**src/rtl/fifo_pkg.sv**
```systemverilog
// rtl/fifo_pkg.sv - shared FIFO types and default sizes
package fifo_pkg;

    typedef enum logic [1:0] {
        ST_IDLE = 2'd0,
        ST_OWN0 = 2'd1,
        ST_OWN1 = 2'd2
    } arb_state_t;

    localparam int DSIZE = 6;
    localparam int ASIZE = 4;

endpackage

```
**src/rtl/rr_pick2.sv**
```systemverilog
// rtl/rr_pick2.sv - two-way round-robin picker (pick=1 selects requester 1)
module rr_pick2 (
    input  logic [1:0] valid,
    input  logic       rr_last,
    output logic       pick,
    output logic       any
);

    assign any  = |valid;
    // On contention the requester that was not served last wins.
    assign pick = (&valid) ? ~rr_last : valid[1];

endmodule

```
**src/rtl/fifo_wr_arbiter.sv**
```systemverilog
// rtl/fifo_wr_arbiter.sv - round-robin burst arbiter for the FIFO write port
module fifo_wr_arbiter #(
    parameter int DSIZE     = fifo_pkg::DSIZE,
    parameter int MAX_BURST = 4
) (
    input  logic             wclk,
    input  logic             wrst,
    input  logic             req0_valid,
    input  logic [DSIZE-1:0] req0_data,
    input  logic             req0_last,
    output logic             req0_ready,
    input  logic             req1_valid,
    input  logic [DSIZE-1:0] req1_data,
    input  logic             req1_last,
    output logic             req1_ready,
    input  logic             wfull,
    output logic             wclk_en,
    output logic [DSIZE-1:0] wdata,
    output logic [1:0]       grant
);

    import fifo_pkg::*;

    localparam int            CW       = $clog2(MAX_BURST) + 1;
    localparam logic [CW-1:0] LAST_CNT = CW'(MAX_BURST - 1);

    arb_state_t    state;
    logic [CW-1:0] burst_cnt;
    logic          rr_last;
    logic          pick;
    logic          any;
    logic          own0;
    logic          own1;
    logic          xfer_last;
    logic          other_valid;
    logic          rel;

    rr_pick2 u_pick (
        .valid   ({req1_valid, req0_valid}),
        .rr_last (rr_last),
        .pick    (pick),
        .any     (any)
    );

    assign own0  = (state == ST_OWN0);
    assign own1  = (state == ST_OWN1);
    assign grant = {own1, own0};

    // Ready is gated by wrst so that nothing is written in a reset cycle.
    always_comb begin
        req0_ready  = own0 & ~wfull & ~wrst;
        req1_ready  = own1 & ~wfull & ~wrst;
        wclk_en     = (req0_ready & req0_valid) | (req1_ready & req1_valid);
        wdata       = own0 ? req0_data : (own1 ? req1_data : '0);
        xfer_last   = own1 ? req1_last : req0_last;
        other_valid = own1 ? req0_valid : req1_valid;
        rel         = wclk_en & (xfer_last | (burst_cnt == LAST_CNT));
    end

    always_ff @(posedge wclk) begin
        if (wrst) begin
            state     <= ST_IDLE;
            burst_cnt <= '0;
            rr_last   <= 1'b1;
        end else begin
            case (state)
                ST_IDLE: begin
                    burst_cnt <= '0;
                    if (any) begin
                        state <= pick ? ST_OWN1 : ST_OWN0;
                    end
                end
                ST_OWN0, ST_OWN1: begin
                    if (wclk_en) begin
                        if (rel) begin
                            rr_last   <= own1;
                            burst_cnt <= '0;
                            // A forced release without last keeps the owner busy if nobody else waits.
                            if (other_valid) begin
                                state <= own1 ? ST_OWN0 : ST_OWN1;
                            end else if (xfer_last) begin
                                state <= ST_IDLE;
                            end
                        end else begin
                            burst_cnt <= burst_cnt + 1'b1;
                        end
                    end
                end
                default: state <= ST_IDLE;
            endcase
        end
    end

endmodule
```
**config.mk**
```make
export PLATFORM = sky130hd
export DESIGN_NAME = fifo_wr_arbiter
export DESIGN_NICKNAME = d
export VERILOG_FILES = /design/src/rtl/fifo_pkg.sv /design/src/rtl/rr_pick2.sv /design/src/rtl/fifo_wr_arbiter.sv
export SDC_FILE = /design/constraint.sdc
export NUM_CORES = 1
export LEC_CHECK = 0
export CORE_MARGIN = 3
export CORE_UTILIZATION = 35
export DETAILED_ROUTE_END_ITERATION = 7
export GPL_TIMING_DRIVEN = 0
export MAX_ROUTING_LAYER = met4
export PLACE_DENSITY_LB_ADDON = 0.15
export SYNTH_ARGS = -nofsm -noshare
export SYNTH_HDL_FRONTEND = slang
export SYNTH_SLANG_ARGS = --single-unit
```
**constraint.sdc**
```tcl
create_clock -name wclk -period 1.75 [get_ports wclk]
set_clock_uncertainty 0.15 [all_clocks]
set_input_delay 0.4375 -clock wclk [delete_from_list [all_inputs] [get_ports wclk]]
set_output_delay 0.4375 -clock wclk [all_outputs]
set_load 0.05 [all_outputs]
```
==> results.cfg, run 1 <==
[status]
run_status = finished with violations
violations = negative setup slack

[placed_design]
dp_cells = 112
dpl.hpwl_microns = 1250
place.gp.congestion = 0.708
io_buffers = 28

[timing]
grt_setup_unrepaired = yes
drv_slew = 0
timing.final.crit_share_pct = 119
slew_headroom_pct = 81.4
hold_violations = 0
setup-violations-final = 14
fin_crit_ns = 2.09
final.setup.worst_slack_ns = -0.340
least_margin_pin_slew_ns = 0.279
tns_ns = -2.86
whs_ns = 0.286
clock.fmax_mhz = 478

[finish]
fin_nets = 141
post-route-util_pct = 83.1
stdcell_count = 130
proportion_of_layout_cells_with_a_drive_suffix_above_1_pct = 55.3
count_of_antenna_diodes_in_the_layout = 0
syn_to_final_growth_pct = 115

[routing]
drt-wirelength-per-cell_microns = 17.1
num_vias = 712
drtAntennaViolNets = 0
detail_route.wirelength_microns = 2220
dr.pass1.iters = 4
top_layer_used = met4
viasPerCell = 5.48
routed-wl-met3_microns = 87
met2WireLength_microns = 1230
met1_length_microns = 875
route.detailed.drc = 0
detail_route.iter0.violations = 9

[grt]
remaining_global_route_overflow = 0
global_route_wire_length_before_repair_microns = 2840
grt_antenna_before_repair = 0
first_global_vias = 628
grt_resource_usage_total_pct = 18.3
grt_start_max_net_pins = 10

[yosys]
post_synth_num_cell_types = 29
synth.cell_area_sq_um = 608
post_synth.cell_area_avg_sq_um = 8.94
netlist_instances = 68
seq_area_frac_synth_pct = 19.8
yosysWarningCount = 0
netlist.area_leader.share_pct = 19.8
ys_dominant_reg_cell = sky130_fd_sc_hd__dfxtp_1
async_sr_flop_fraction_pct = 0
synth-edff-count = 0
syn-num-nets = 93
synthDominantAreaCellType = sky130_fd_sc_hd__dfxtp_1
synthTopCellsByArea = sky130_fd_sc_hd__dfxtp_1, sky130_fd_sc_hd__ha_1, sky130_fd_sc_hd__a22o_1
ys_ff_latch = 6
synth.cells.most_frequent = sky130_fd_sc_hd__dfxtp_1, sky130_fd_sc_hd__ha_1, sky130_fd_sc_hd__a22o_1, sky130_fd_sc_hd__nand2_1

[clocking]
cts_hold_buffers = 0
cts-root-buf = sky130_fd_sc_hd__clkbuf_4
tritoncts.num_buffers = 3
tritoncts = built
clkSinkCount = 6
cts_buffer_depth = 2
clock_insertion_delay_worst_skew_ns = 0.24
cts.reportedPaths.clkPinSlew_ns = 0.04
htree_num_levels = 1

[setup_path]
cp.required_ns = 1.16
worstReg2RegEnd = state[1]
critPathMaxFanout = 4
r2r.worst_path.cells = 7
timing.rr.start = state[0]
worst-setup-path-type = reg -> out
crit_path_end_kind = output pin
critPathLaunchType = flip-flop
setup.reg_to_reg.worst_slack_ns = -0.16
timing.critical_path.arrival_ns = 1.50

[power]
power-per-cell-area_nw_per_um2 = 1660
p_leak_nw = 0.569
worst_ir_drop_vdd_uv = 845
finalPower_mw = 2.17

[die]
fp.coreArea_sq_um = 1580
x_dimension_of_the_die_microns = 47.7
die_y_microns = 47.7
io_pins = 30
die_area_sq_um = 2270
rows = 14
initial_utilization_pct = 38.6

[run]
maxCapViolCount = 0

[worst_hold_path]
hold-path-endpoint = burst_cnt[2]
min-delay-start = wrst
hold_path_depth = 2
hold_path_class = in -> reg
==> flip-flops by register name, summed over array words and instances (netlist names) <==
| name | cells |
|---|---|
| burst_cnt | 3 |
| rr_last | 1 |
| state | 2 |
==> placed cells by master (no fill, tap or decap), types with 3 or more instances in the layout <==
master and count:
sky130_fd_sc_hd__buf_8 11, sky130_fd_sc_hd__ha_1 3, sky130_fd_sc_hd__buf_4 10, sky130_fd_sc_hd__a22o_4 6, sky130_fd_sc_hd__buf_6 9, sky130_fd_sc_hd__nand2_1 5, sky130_fd_sc_hd__clkbuf_4 3, sky130_fd_sc_hd__and2_4 3
sky130_fd_sc_hd__nand2b_1 4, sky130_fd_sc_hd__nand3b_1 3, sky130_fd_sc_hd__clkdlybuf4s50_1 15, sky130_fd_sc_hd__ha_4 3, sky130_fd_sc_hd__dfxtp_1 4, sky130_fd_sc_hd__nor2_1 3
==> logic make-up (layout without fill, tap and decap cells) <==
group	count (synthesis)	after routing	synth area share [%]
adders and majority gates	6	6	12.3
buffers and inverters	9	55	9.26
AOI/OAI and AO/OA	19	19	29.0
and+or+nand+nor	26	26	26.3
DFF	6	6	19.8
muxes	2	2	3.29
==> worst max-delay path by stage <==
stage               end  slack [ns]       start
2_1_floorplan   wclk_en       0.003    state[0]
3_5_place_dp    wclk_en       -0.95  req0_valid
6_report        wclk_en       -0.34    state[1]
3_3_place_gp    wclk_en       -0.96  req0_valid
5_1_grt        wdata[4]       -0.37    state[1]
4_1_cts         wclk_en       -0.32    state[1]
==> critical path: stages (launching register included) <==
cell,delay [ns]
sky130_fd_sc_hd__dfxtp_4,0.37
sky130_fd_sc_hd__inv_4,0.04
sky130_fd_sc_hd__ha_4,0.16
sky130_fd_sc_hd__buf_8,0.13
sky130_fd_sc_hd__a22o_4,0.26
sky130_fd_sc_hd__and2_4,0.16
sky130_fd_sc_hd__buf_8,0.14
==> through the flow <==
step	instance area, sq um	setup slack, ns
global route	1310	-0.369
global placement	982	-0.960
floorplan	682	0.00267
finish	1310	-0.340
CTS	1200	-0.324
detailed placement	982	-0.954
==> layer usage <==
metal,track usage [%],up-vias
met4,4.30,0
met5,-,-
met3,6.02,2
met2,32.2,14
met1,19.6,360
li1,-,336
==> power breakdown <==
part	total (mW)	internal (mW)	switching, mW
combinational	1.84	0.972	0.867
clock	0.125	0.0774	0.0472
sequential	0.208	0.170	0.0388
total	2.17	1.22	0.953
==> area by class of cell <==
class                      count  area (sq um)
fill                          95           267
clock buffer                   3          22.5
timing repair buffer          45           499
inverter                       4          20.0
multi-input combinational     53           587
buffer                         3          33.8
tap                           16          20.0
sequential                     6           128
==> timing repair <==
item | in CTS | in global routing
cloned | 0 | 0
endpoints found under the setup margin | 15 | 17
setup buffers | 11 | 8
pin swaps | 8 | 14
gates resized for setup | 100 | 20
(Power assumes the default switching activity.)
==> inputs of run 2 (changes only) <==
- SLEW_MARGIN: unset -> 15
==> results of run 2 <==
The final DEF is identical to that of run 1; final timing and power are the same.
==> patch, RTL diff (config.mk and constraints of run 1) <==
Re-encode `arb_state_t` (3 states) as one-hot, 3 bits wide.
--- a/src/rtl/fifo_pkg.sv
+++ b/src/rtl/fifo_pkg.sv
@@ -2,8 +2,8 @@
 package fifo_pkg;
 
-    typedef enum logic [1:0] {
-        ST_IDLE = 2'd0,
-        ST_OWN0 = 2'd1,
-        ST_OWN1 = 2'd2
+    typedef enum logic [2:0] {
+        ST_IDLE = 3'b001,
+        ST_OWN0 = 3'b010,
+        ST_OWN1 = 3'b100
     } arb_state_t;
 
Function: same outputs for any inputs over 10 cycles, from zero or initial values and one cycle with wrst high; not proved beyond that.
==> patch against run 1 <==
The run still ends with setup timing left. Worst setup slack better by 0.10 ns. Sequential cell count is 1 higher. Routed wire length decreased by 4.3%. Worst hold slack improved by 0.013 ns. Final area down 5.4%. Die area rose by 4.3%. Area after synthesis increased by 4.9%. Synthesized cell count grew 2.9%. Final cell count rose by 8.5%. Critical path type unchanged.
Power is not compared: it rests on default switching activity, and its combinational part moved more than twofold at a synthesized area within 25%.
==> patch: results (changes against run 1) <==
Via density: 5.11 (-6.6%)
dpl cells: 122 (+8.9%)
Hold Slack: 0.299 ns (+0.0132 ns)
setup violators final: 18 (+4)
hold_sp: burst_cnt[0]$_SDFFE_PP0P_
global-route usage over all layers: 18.7% (+0.36 points)
number of global-route vias before repair: 704 (+12%)
GP Congestion: 0.760 (+7.3%)
final worst slack: -0.239 ns (+0.101 ns)
Mean Syn Cell Area: 9.12 um^2 (+1.9%)
DP Area: 958 um^2 (-2.4%)
run status: finished with violations
clk_lat worst skew: 0.26 ns (+0.02 ns)
Setup WS pre-CTS: -1.18 ns (-0.231 ns)
distinct cell type count after synthesis: 31 (+6.9%)
vias: 721 (+1.3%)
Seq/Total Area, Yosys: 22.0% (+2.2 points)
largest cells by area after synthesis: dfxtp_1 (22%), a22o_2 (9.4%), buf_6 (7.1%)
top flop regs: burst_cnt: 3 flops, state: 3 flops, rr_last: 1 flops
path depth of the worst reg2reg path: 6 (-1)
Slew @ Worst Pin: 0.317 ns (+0.0386 ns)
Nets: 139 (-1.4%)
R2R Path End: state[0]$_SDFFE_PP1P_
Endpoint, Worst Hold: burst_cnt[0]$_SDFFE_PP0P_
hold path cells: 1 (-1)
Mapped Nets: 91 (-2.2%)
DP Wirelength: 1260 um (+0.39%)
proportion of layout cells with a drive suffix above 1: 51.3% (-4.0 points)
register-to-register setup slack: -0.20 ns (-0.04 ns)
Post-synth top cells: dfxtp_1 (7), a22o_2 (6), inv_1 (6)
Reg clk slew, reported paths: 0.06 ns (+0.02 ns)
hold crit path type: reg -> reg
failing checks: setup timing
patch: changes by cell type after synthesis, moves of 3 or more:
cell and delta:
a22o_1 -5, a22o_2 +5, buf_6 +3, ha_1 -4, nand2b_1 -3, nand3_1 +4
o31ai_1 +4
patch: per-layer routing:
| layer | track usage, % | vias up | share of wire [%] |
|---|---|---|---|
| li1 | - | 353 | - |
| met1 | 22.3 | 343 | 42 |
| met2 | 30.3 | 21 | 53 |
| met3 | 5.83 | 4 | 3.7 |
| met4 | 4.74 | 0 | 1.8 |
| met5 | - | - | 0 |
patch: repair_timing:
action                                  in CTS  in global routing
pin swaps                                    1                  9
gates cloned                                 0                  1
setup buffers                               16                  1
resized for setup                          101                 17
endpoints found under the setup margin      16                 18
patch: area by class of cell:
| cell class | count | area (um^2) |
|---|---|---|
| Timing Repair Buffer | 46 | 478 |
| Clock buffer | 4 | 26.3 |
| Tap cell | 24 | 30.0 |
| Fill cell | 103 | 373 |
| Multi-Input combinational cell | 50 | 492 |
| Sequential cell | 7 | 153 |
| Buffer | 4 | 37.5 |
| Inverter | 6 | 22.5 |
patch: kinds of logic (layout without fill, tap and decap cells):
logic type | after synthesis | after routing | share of synthesized area [%]
mux | 2 | 2 | 3.92
fa+ha+maj | 2 | 2 | 3.92
buf+inv | 13 | 60 | 14.1
flops | 7 | 7 | 22.0
xor+xnor | 1 | 1 | 1.37
simple gates | 20 | 20 | 20.8
compound gates | 25 | 25 | 33.9
patch: power breakdown:
group / total, mW / internal [mW] / switching [mW]
sequential: 0.238 / 0.195 / 0.0427
combinational: 0.607 / 0.313 / 0.294
clock: 0.152 / 0.0874 / 0.0644
total: 0.997 / 0.596 / 0.401
